==> config.mk <==
export PLATFORM = sky130hd
export DESIGN_NAME = serial_sub
export DESIGN_NICKNAME = d
export VERILOG_FILES = /design/src/rtl/serial_sub.sv
export SDC_FILE = /design/constraint.sdc
export NUM_CORES = 1
export LEC_CHECK = 0
export BUFFER_PORTS_ARGS = -buffer_cell sky130_fd_sc_hd__buf_2
export CAP_MARGIN = 20
export CORE_MARGIN = 2
export CORE_UTILIZATION = 40
export CTS_BUF_LIST = sky130_fd_sc_hd__clkbuf_4 sky130_fd_sc_hd__clkbuf_8 sky130_fd_sc_hd__clkbuf_16
export CTS_CLUSTER_DIAMETER = 60
export CTS_CLUSTER_SIZE = 12
export DETAILED_ROUTE_END_ITERATION = 8
export PLACE_DENSITY = 0.67
export REMOVE_ABC_BUFFERS = 1
export SLEW_MARGIN = 20
export SYNTH_ARGS = -nofsm -noshare
export SYNTH_HDL_FRONTEND = slang
export SYNTH_SLANG_ARGS = --single-unit
==> constraint.sdc <==
create_clock -name clk -period 1.7 [get_ports clk]
set_clock_uncertainty 0.05 [all_clocks]
set_input_delay 0.085 -clock clk [delete_from_list [all_inputs] [get_ports clk]]
set_output_delay 0.085 -clock clk [all_outputs]
set_load 0.005 [all_outputs]
==> src/rtl/serial_sub.sv <==
// serial_sub: bit-serial a - b - bin subtractor, LSB first, with borrow/overflow/zero flags.
module serial_sub #(
  parameter int WIDTH = 4
) (
  input  logic             clk,
  input  logic             rst,
  input  logic             start,
  input  logic [WIDTH-1:0] a,
  input  logic [WIDTH-1:0] b,
  input  logic             bin,
  output logic             busy,
  output logic             done,
  output logic [WIDTH-1:0] diff,
  output logic             bout,
  output logic             ovf,
  output logic             zero
);
  localparam int CW = $clog2(WIDTH) + 1;
  typedef enum logic [1:0] {IDLE, SHIFT, DONE} state_t;
  state_t state, state_n;
  logic [WIDTH-1:0] sa, sb, r, rn;
  logic [CW-1:0] cnt;
  logic br, brn, d, am, bm, acc, last;
  always_comb begin
    d = sa[0] ^ sb[0] ^ br;
    brn = (~sa[0] & sb[0]) | (~(sa[0] ^ sb[0]) & br);
    rn = {d, r[WIDTH-1:1]};
    acc = (state == IDLE || state == DONE) && start;
    last = state == SHIFT && cnt == CW'(WIDTH - 1);
    state_n = acc ? SHIFT : last ? DONE : state == DONE ? IDLE : state;
    busy = state == SHIFT;
    done = state == DONE;
  end
  always_ff @(posedge clk) begin
    if (rst) begin
      state <= IDLE;
      sa <= '0;
      sb <= '0;
      r <= '0;
      cnt <= '0;
      br <= 1'b0;
      am <= 1'b0;
      bm <= 1'b0;
      diff <= '0;
      bout <= 1'b0;
      ovf <= 1'b0;
      zero <= 1'b0;
    end else begin
      state <= state_n;
      if (acc) begin
        sa <= a;
        sb <= b;
        br <= bin;
        cnt <= '0;
        am <= a[WIDTH-1];
        bm <= b[WIDTH-1];
      end else if (state == SHIFT) begin
        sa <= sa >> 1;
        sb <= sb >> 1;
        br <= brn;
        r <= rn;
        cnt <= cnt + CW'(1);
      end
      // outputs latch only when the final bit has just been produced
      if (last) begin
        diff <= rn;
        bout <= brn;
        zero <= rn == '0;
        ovf <= (am != bm) && (rn[WIDTH-1] != am);
      end
    end
  end
endmodule

==> results of run 1 <==
-- layer usage --
layer	share of wire	GRT usage	vias to the layer above
met5	0	0	-
met4	0	0.0102	0
met3	0.054	0.0484	0
met2	0.51	0.274	19
met1	0.44	0.146	402
li1	-	-	465
-- state kept, by name, indices dropped and copies added, names as in the netlist --
| register | count |
|---|---|
| zero | 1 |
| r | 3 |
| sb | 4 |
| bm | 1 |
| am | 1 |
| cnt | 3 |
| ovf | 1 |
| diff | 4 |
| br | 1 |
| bout | 1 |
| state | 2 |
| sa | 4 |
-- layout make-up --
class,instances,share of cell area
Timing Repair Buffer,28,0.138
Clock buffer,3,0.0175
Tap cell,31,0.0302
Inverter,4,0.0136
Sequential cell,26,0.407
Multi-Input combinational cell,83,0.393
-- worst reg2reg max path: cells and delay by family, from the launching register on --
family	cells	cell delay, ps
adders and majority gates	1	460
and+or+nand+nor	1	400
DFF	1	360
AOI/OAI and AO/OA	1	230
buffers and inverters	1	40
-- cells by family (layout without fill, tap and decap cells) --
family	after synthesis	after routing
and+or+nand+nor	52	52
AOI/OAI and AO/OA	26	26
DFF	26	26
buffers and inverters	12	35
adders and majority gates	3	3
xor gates and xnor gates	1	1
muxes	1	1
-- synth_stat cells (2+ instances only) --
library cell and count:
nand2_1 24, nand3b_1 2, buf_2 2, nor3_1 3, nand3_1 6, a311oi_1 2, buf_4 2, nor2_1 6
buf_1 2, inv_1 3, dfxtp_1 26, a21oi_1 16, nor3_2 2, a22oi_1 3, nand2b_2 2, ha_1 2
-- stage by stage --
| stage | instances | hold WS, ps | cell area [µm²] |
|---|---|---|---|
| 3_5_place_dp | 165 | 313 | 1190 |
| 6_report | 175 | 24.3 | 1280 |
| 2_1_floorplan | 113 | 99.6 | 1040 |
| 3_3_place_gp | 165 | 303 | 1190 |
| 5_1_grt | 175 | 32.4 | 1280 |
| 4_1_cts | 175 | 10.2 | 1280 |
-- worst max path at each step --
stage | startpoint | endpoint | slack (ps)
after floorplan | sb[0] | ovf | 90
after global placement | sb[0] | ovf | 140
after detailed placement | sb[0] | ovf | 100
after CTS | sb[0] | ovf | 70
after global routing | br | ovf | 10
final | br | ovf | 90
-- where the power goes --
group	internal, µW	switching (µW)
combinational	68.3	82.2
sequential	637	18.4
clock	82.9	166
-- timing repair --
item,CTS,global route
hold endpoints to repair,9,0
setup endpoints to repair,0,1
hold buffers,7,0
gates resized for setup,0,4
buffers inserted,0,0
==> results.json, run 1 <==
{
  "async_flop_share": 0,
  "worst_slew_pin_slew_ps": 791,
  "drive_above_1_share": 0.257,
  "pre_cts_slack_ps": 95.7,
  "cts.htree.levels": 1,
  "drt_iter0_markers": 15,
  "syn_area_per_cell_um2": 9.09,
  "synth_xor_area_frac": 0.00796,
  "rsz0062_at_grt": "false",
  "synth_seq_cells": 26,
  "cts_sinks": 26,
  "synth.largest_area_cell": "dfxtp_1",
  "grt_pass1_wl_um": 3520,
  "cp_max_fo": 2,
  "portBuffers": 20,
  "final_max_slew_viol_count": 0,
  "synth-compound-area-share": 0.162,
  "crit_arrival_ps": 1800,
  "min_path_type": "in -> reg",
  "synth_edf_count": 0,
  "ys_top_cells_by_area": "dfxtp_1 (47%), nand2_1 (8.2%), a21oi_1 (7.3%)",
  "clk_latency_ps": 310,
  "worst_r2r_endpoint": "ovf",
  "critPathLaunchType": "register",
  "r2r_slack_ps": 90,
  "grt_pass1_vias": 888,
  "yosys.area_share.simple": 0.238,
  "routed_via_density": 5.06,
  "cp_slowest_cell": "fa_1",
  "fin_crit_sh": 0.950,
  "outcome": "complete, no violations",
  "fin_nets": 161,
  "num_vias": 886,
  "slew_headroom": 0.472,
  "leakage_uw": 0.000494,
  "multi_input_area_um2": 504,
  "route.detailed.drc": 0,
  "hold_path_end": "sb[2]",
  "cts_made_buffers": 3,
  "post_synth_num_cell_types": 34,
  "mostFrequentLayoutCells": "nand2_1 (24), dfxtp_1 (24), buf_2 (20), a21oi_1 (16), dlygate4sd3_1 (7)",
  "synth_mux_area_frac": 0.00910,
  "fin_crit_ps": 1610,
  "rr_worst_depth": 4,
  "hold_violations": 0,
  "fp.dieH_um": 56.4,
  "cp-end-kind": "register",
  "synth_area_mm2": 0.00110,
  "cts_tree": "built",
  "fin_util": 0.478,
  "fillers": 279,
  "synthAdderAreaFrac": 0.0410,
  "crit_family": "adder cells",
  "power_uw": 1050,
  "synthToLayoutAreaGrowth_pct": 16.7,
  "min_from": "b[2]",
  "antenna_left": 0,
  "fmax_ghz": 0.619,
  "place_congestion": 0.663,
  "peakVddDrop_uv": 810,
  "required_ps": 1890,
  "reg2reg_from": "br",
  "ios": 21,
  "antenna_found_initial": 0,
  "drt_wl_total_um": 2040,
  "cts-root-buf": "clkbuf_4",
  "layout.area.seq_um2": 523,
  "first_pass_iters": 2,
  "path_clk_slew_ps": 130,
  "dieWidth_um": 56.4,
  "cp_cell_sequence": "inv_2 -> fa_1 -> or3b_1 -> a311oi_2",
  "finalSetupTns_ps": 0,
  "yosysTopAreaCellShare": 0.473,
  "rows": 19,
  "drt-wirelength-per-cell_um": 11.7,
  "cpPeakStageDelay_ps": 460,
  "grt_use_total": 0.139,
  "start_util": 0.409,
  "yosysSeqAreaShare": 0.473,
  "final-setup-viol-count": 0,
  "core_mm2": 0.00269,
  "crit_type": "reg -> reg",
  "crit_cells": 4,
  "yosys_warnings": 0,
  "dp.final_hpwl_um": 1420,
  "powerDensity_mw_per_mm2": 822,
  "diodes": 0,
  "max-cap-violations": 0,
  "ys.flop_type": "dfxtp_1",
  "die_area_mm2": 0.00318,
  "postSynthCellCount": 121,
  "cts_buffer_depth": 2,
  "hold_depth": 3,
  "setup_slack_ps": 85.5,
  "grt_max_degree": 27,
  "synth_top_family_by_area": "simple AND/OR/NAND/NOR gates",
  "cp.buffers_inverters": 1,
  "grt-ovfl-total": 0
}
Power figures use the tool's default switching activity.
==> run 2, diff against run 1 <==
--- a/config.mk
+++ b/config.mk
@@ -19,3 +19,4 @@
 export SYNTH_ARGS = -nofsm -noshare
 export SYNTH_HDL_FRONTEND = slang
 export SYNTH_SLANG_ARGS = --single-unit
+export TNS_END_PERCENT = 10
==> constraint.sdc (replaced) <==
create_clock -name clk -period 1.7 [get_ports clk]
set_clock_uncertainty 0.05 [all_clocks]
set_input_delay 0 -clock clk [delete_from_list [all_inputs] [get_ports clk]]
set_output_delay 0 -clock clk [all_outputs]
set_load 0.005 [all_outputs]
==> run 2 against run 1 <==
Compared with the run above:
- critical endpoint unchanged
- largest power group unchanged
- sequential power about the same
- hold slack better by 75 ps
- via count up 2.1%
- register-to-register slack about the same
==> results.json, run 2 (synthesized netlist as in run 1, its figures left out) <==
{
  "outcome": "complete, no violations",
  "final_max_slew_viol_count": 0,
  "diodes": 0,
  "crit_family": "adder cells",
  "cp.buffers_inverters": 1,
  "hold_violations": 0,
  "first_pass_iters": 4,
  "grt_max_degree": 27,
  "slew_headroom": 0.471,
  "power_uw": 1060,
  "cts_tree": "built",
  "place_congestion": 0.663,
  "rsz0062_at_grt": "false",
  "cts.htree.levels": 1,
  "cp_max_fo": 2,
  "portBuffers": 20,
  "clk_latency_ps": 310,
  "routed_via_density": 5.08,
  "antenna_found_initial": 0,
  "worst_slew_pin_slew_ps": 792,
  "min_path_type": "in -> reg",
  "synthToLayoutAreaGrowth_pct": 19.5,
  "fmax_ghz": 0.619,
  "crit_arrival_ps": 1800,
  "hold_ws_ps": 99.3,
  "powerDensity_mw_per_mm2": 806,
  "cts_sinks": 26,
  "core_mm2": 0.00269,
  "drive_above_1_share": 0.252,
  "path_clk_slew_ps": 130,
  "grt_use_total": 0.141,
  "cts_made_buffers": 3,
  "cp_slowest_cell": "fa_1",
  "num_vias": 905,
  "drt_wl_total_um": 2050,
  "dieWidth_um": 56.4,
  "grt-ovfl-total": 0,
  "final-setup-viol-count": 0,
  "cts_buffer_depth": 2,
  "finalSetupTns_ps": 0,
  "fin_crit_ps": 1610,
  "leakage_uw": 0.000507,
  "max-cap-violations": 0,
  "fin_crit_sh": 0.950,
  "place_inst": 165,
  "die_area_mm2": 0.00318,
  "post_cts_buffers": 0,
  "required_ps": 1890,
  "mostFrequentLayoutCells": "nand2_1 (24), dfxtp_1 (24), buf_2 (20), a21oi_1 (16), dlygate4sd3_1 (10)",
  "grt_pass1_wl_um": 3560,
  "drt-wirelength-per-cell_um": 11.5,
  "cp_cell_sequence": "inv_2 -> fa_1 -> or3b_1 -> a311oi_2",
  "cpPeakStageDelay_ps": 460,
  "crit_type": "reg -> reg",
  "peakVddDrop_uv": 808,
  "drt_iter0_markers": 18,
  "place_area_mm2": 0.00119,
  "start_util": 0.409,
  "fp.dieH_um": 56.4,
  "route.detailed.drc": 0,
  "dp.final_hpwl_um": 1420,
  "rows": 19,
  "critPathLaunchType": "register",
  "antenna_left": 0,
  "cp-end-kind": "register",
  "fin_nets": 164,
  "ios": 21,
  "cts-root-buf": "clkbuf_4",
  "grt_pass1_vias": 909,
  "postLayoutCellArea_mm2": 0.00131,
  "fin_cells": 178,
  "largestRegisters": "diff (4), sa (4), sb (4)"
}
==> run 2: changes by cell type in the layout (fill, tap and decap cells not counted) <==
cell,previous run,this run
dlygate4sd3_1,7,10
==> run 2: layout make-up <==
type / count / area [µm²]
timing repair buffer: 31 / 208
multi-input combinational: 83 / 504
sequential: 26 / 523
clock buffer: 3 / 22.5
fill: 274 / 1370
inverter: 4 / 17.5
tap: 31 / 38.8
==> run 2: timing repair <==
item / CTS / global route
hold buffers: 10 / 0
endpoints found under the setup margin: 0 / 1
resized for setup: 0 / 4
endpoints found under the hold margin: 12 / 0
==> run 2: final timing paths <==
path | startpoint | depth (start not counted) | slack [ps] | to
setup reg to reg | br | 4 | 90 | ovf
hold / removal | rst | 2 | 100 | sb[3]
setup / recovery | br | 4 | 90 | ovf
hold reg to reg | diff[0] | 2 | 410 | diff[0]
==> run 2: where the power goes <==
part | total [µW] | switching [µW] | internal [µW]
Combinational | 156 | 83.0 | 72.8
Clock | 249 | 166 | 82.9
Sequential | 655 | 18.4 | 637
Total | 1060 | 267 | 792
==> run 2: per-layer routing <==
layer | part of all wire | vias up | track usage
li1 | - | 472 | -
met1 | 0.42 | 410 | 0.144
met2 | 0.52 | 23 | 0.281
met3 | 0.053 | 0 | 0.0484
met4 | 0 | 0 | 0.0102
met5 | 0 | - | 0
==> run 2: worst reg2reg max path: cells and delay by family (launching register included) <==
kind / cells / cell delay [ps]
compound gates: 1 / 230
simple gates: 1 / 400
buf+inv: 1 / 40
fa+ha+maj: 1 / 460
flops: 1 / 360
==> run 2: through the flow <==
stage,utilization,worst slack (ps)
2_1_floorplan,-,90.7
3_3_place_gp,0.442,139
3_5_place_dp,0.442,95.7
4_1_cts,0.488,66.6
5_1_grt,0.489,9.73
6_report,0.489,85.2
==> run 3, diff against run 2 <==
--- a/config.mk
+++ b/config.mk
@@ -5,6 +5,7 @@
 export SDC_FILE = /design/constraint.sdc
 export NUM_CORES = 1
 export LEC_CHECK = 0
+export ABC_CLOCK_PERIOD_IN_PS = 1700
 export BUFFER_PORTS_ARGS = -buffer_cell sky130_fd_sc_hd__buf_2
 export CAP_MARGIN = 20
 export CORE_MARGIN = 2
@@ -14,7 +15,6 @@
 export CTS_CLUSTER_SIZE = 12
 export DETAILED_ROUTE_END_ITERATION = 8
 export PLACE_DENSITY = 0.67
-export REMOVE_ABC_BUFFERS = 1
 export SLEW_MARGIN = 20
 export SYNTH_ARGS = -nofsm -noshare
 export SYNTH_HDL_FRONTEND = slang
==> run 3 against run 2 <==
Compared with the run above:
- sequential power about the same
- die area unchanged
- via count increased by 1.3%
- global-route usage decreased by 0.089 points
- setup slack got worse by 20 ps
- critical path depth unchanged
- final area increased by 0.57%
- combinational power about the same
- fmax decreased by 1.2%
- routed wire length decreased by 1.4%
- critical path type unchanged
- largest power group unchanged
==> results.json, run 3 (synthesized netlist as in run 1, its figures left out) <==
{
  "final-setup-viol-count": 0,
  "syn_nets": 136,
  "required_ps": 1880,
  "drt_iter0_markers": 16,
  "rows": 19,
  "path_clk_slew_ps": 130,
  "dp.final_hpwl_um": 1430,
  "finalSetupTns_ps": 0,
  "min_path_type": "in -> reg",
  "fmax_ghz": 0.612,
  "critPathLaunchType": "register",
  "antenna_left": 0,
  "grt_use_total": 0.140,
  "rsz0062_at_grt": "false",
  "fin_cells": 179,
  "fin_nets": 165,
  "cp_max_fo": 2,
  "grt-ovfl-total": 0,
  "dieWidth_um": 56.4,
  "grt_pass1_wl_um": 3580,
  "cts_buffer_depth": 2,
  "fin_crit_ps": 1630,
  "worst_slew_pin_slew_ps": 792,
  "start_util": 0.409,
  "layout.area.seq_um2": 522,
  "fp.dieH_um": 56.4,
  "multi_input_area_um2": 505,
  "antenna_found_initial": 0,
  "drt_wl_total_um": 2030,
  "crit_type": "reg -> reg",
  "cp-end-kind": "register",
  "grt_max_degree": 27,
  "crit_arrival_ps": 1820,
  "clk_latency_ps": 310,
  "drive_above_1_share": 0.243,
  "postLayoutCellArea_mm2": 0.00132,
  "outcome": "complete, no violations",
  "diodes": 0,
  "final_max_slew_viol_count": 0,
  "cts_tree": "built",
  "largestRegisters": "diff (4), sa (4), sb (4)",
  "route.detailed.drc": 0,
  "place_inst": 165,
  "portBuffers": 20,
  "cts-root-buf": "clkbuf_4",
  "slew_headroom": 0.471,
  "ios": 21,
  "fillers": 285,
  "synthToLayoutAreaGrowth_pct": 20.1,
  "peakVddDrop_uv": 646,
  "leakage_uw": 0.000515,
  "drt-wirelength-per-cell_um": 11.3,
  "core_mm2": 0.00269,
  "cts.htree.levels": 1,
  "hold_violations": 0,
  "max-cap-violations": 0,
  "routed_via_density": 5.12,
  "first_pass_iters": 4,
  "place_area_mm2": 0.00119,
  "fin_crit_sh": 0.961,
  "die_area_mm2": 0.00318,
  "place_congestion": 0.666,
  "powerDensity_mw_per_mm2": 803,
  "num_vias": 917,
  "cts_made_buffers": 3,
  "mostFrequentLayoutCells": "dfxtp_1 (25), nand2_1 (24), buf_2 (20), a21oi_1 (16), dlygate4sd3_1 (10)",
  "layout_commonest_cell": "dfxtp_1",
  "grt_pass1_vias": 872,
  "cts_sinks": 26
}
[run 3: what timing repair did]
action                                 4_1_cts  5_1_grt
hold buffers                                10        0
endpoints found under the hold margin       12        0
resized for setup                            0        2
setup endpoints to repair                    0        1
buffers inserted                             0        1
[run 3: power breakdown]
part	internal [µW]	switching [µW]	leakage, µW
Sequential	636	18.0	0.000212
Combinational	76.7	80.8	0.000288
Clock	82.8	167	0.0000138
Total	796	266	0.000515
[run 3: path summary, 6_finish.rpt]
kind	from	endpoint	slack, ps	cells past startpoint
setup reg to reg	sb[0]	ovf	70	4
hold reg to reg	diff[1]	diff[1]	410	2
setup / recovery	sb[0]	ovf	70	4
hold / removal	rst	r[3]	100	2
[run 3: area by class of cell]
cell class / instances / share of cell area
timing repair buffer: 32 / 0.163
clock buffer: 3 / 0.0170
sequential: 26 / 0.395
inverter: 4 / 0.0133
multi-input combinational: 83 / 0.383
tap: 31 / 0.0294
[run 3: metal layers]
metal	GRT usage	routed length [µm]	part of all wire	up-vias
met4	0.0612	13	0.0064	0
met2	0.256	1080	0.53	15
met3	0.0230	76	0.038	2
li1	-	-	-	474
met1	0.158	853	0.42	426
met5	0	0	0	-
[run 3: per-stage QoR]
step	utilization	hold slack [ps]	total power, µW	setup WS (ps)
2_1_floorplan	-	109	771	90.7
3_3_place_gp	0.442	224	798	122
3_5_place_dp	0.442	230	804	84.9
4_1_cts	0.488	91.8	1070	52.7
5_1_grt	0.492	92.8	1120	0.841
6_report	0.492	99.0	1060	65.6
[run 3: worst max-delay path: stages, from the launching register on]
cell and delay (ps):
dfxtp_2 350, inv_1 50, fa_1 470, or3b_4 410
a311oi_2 230
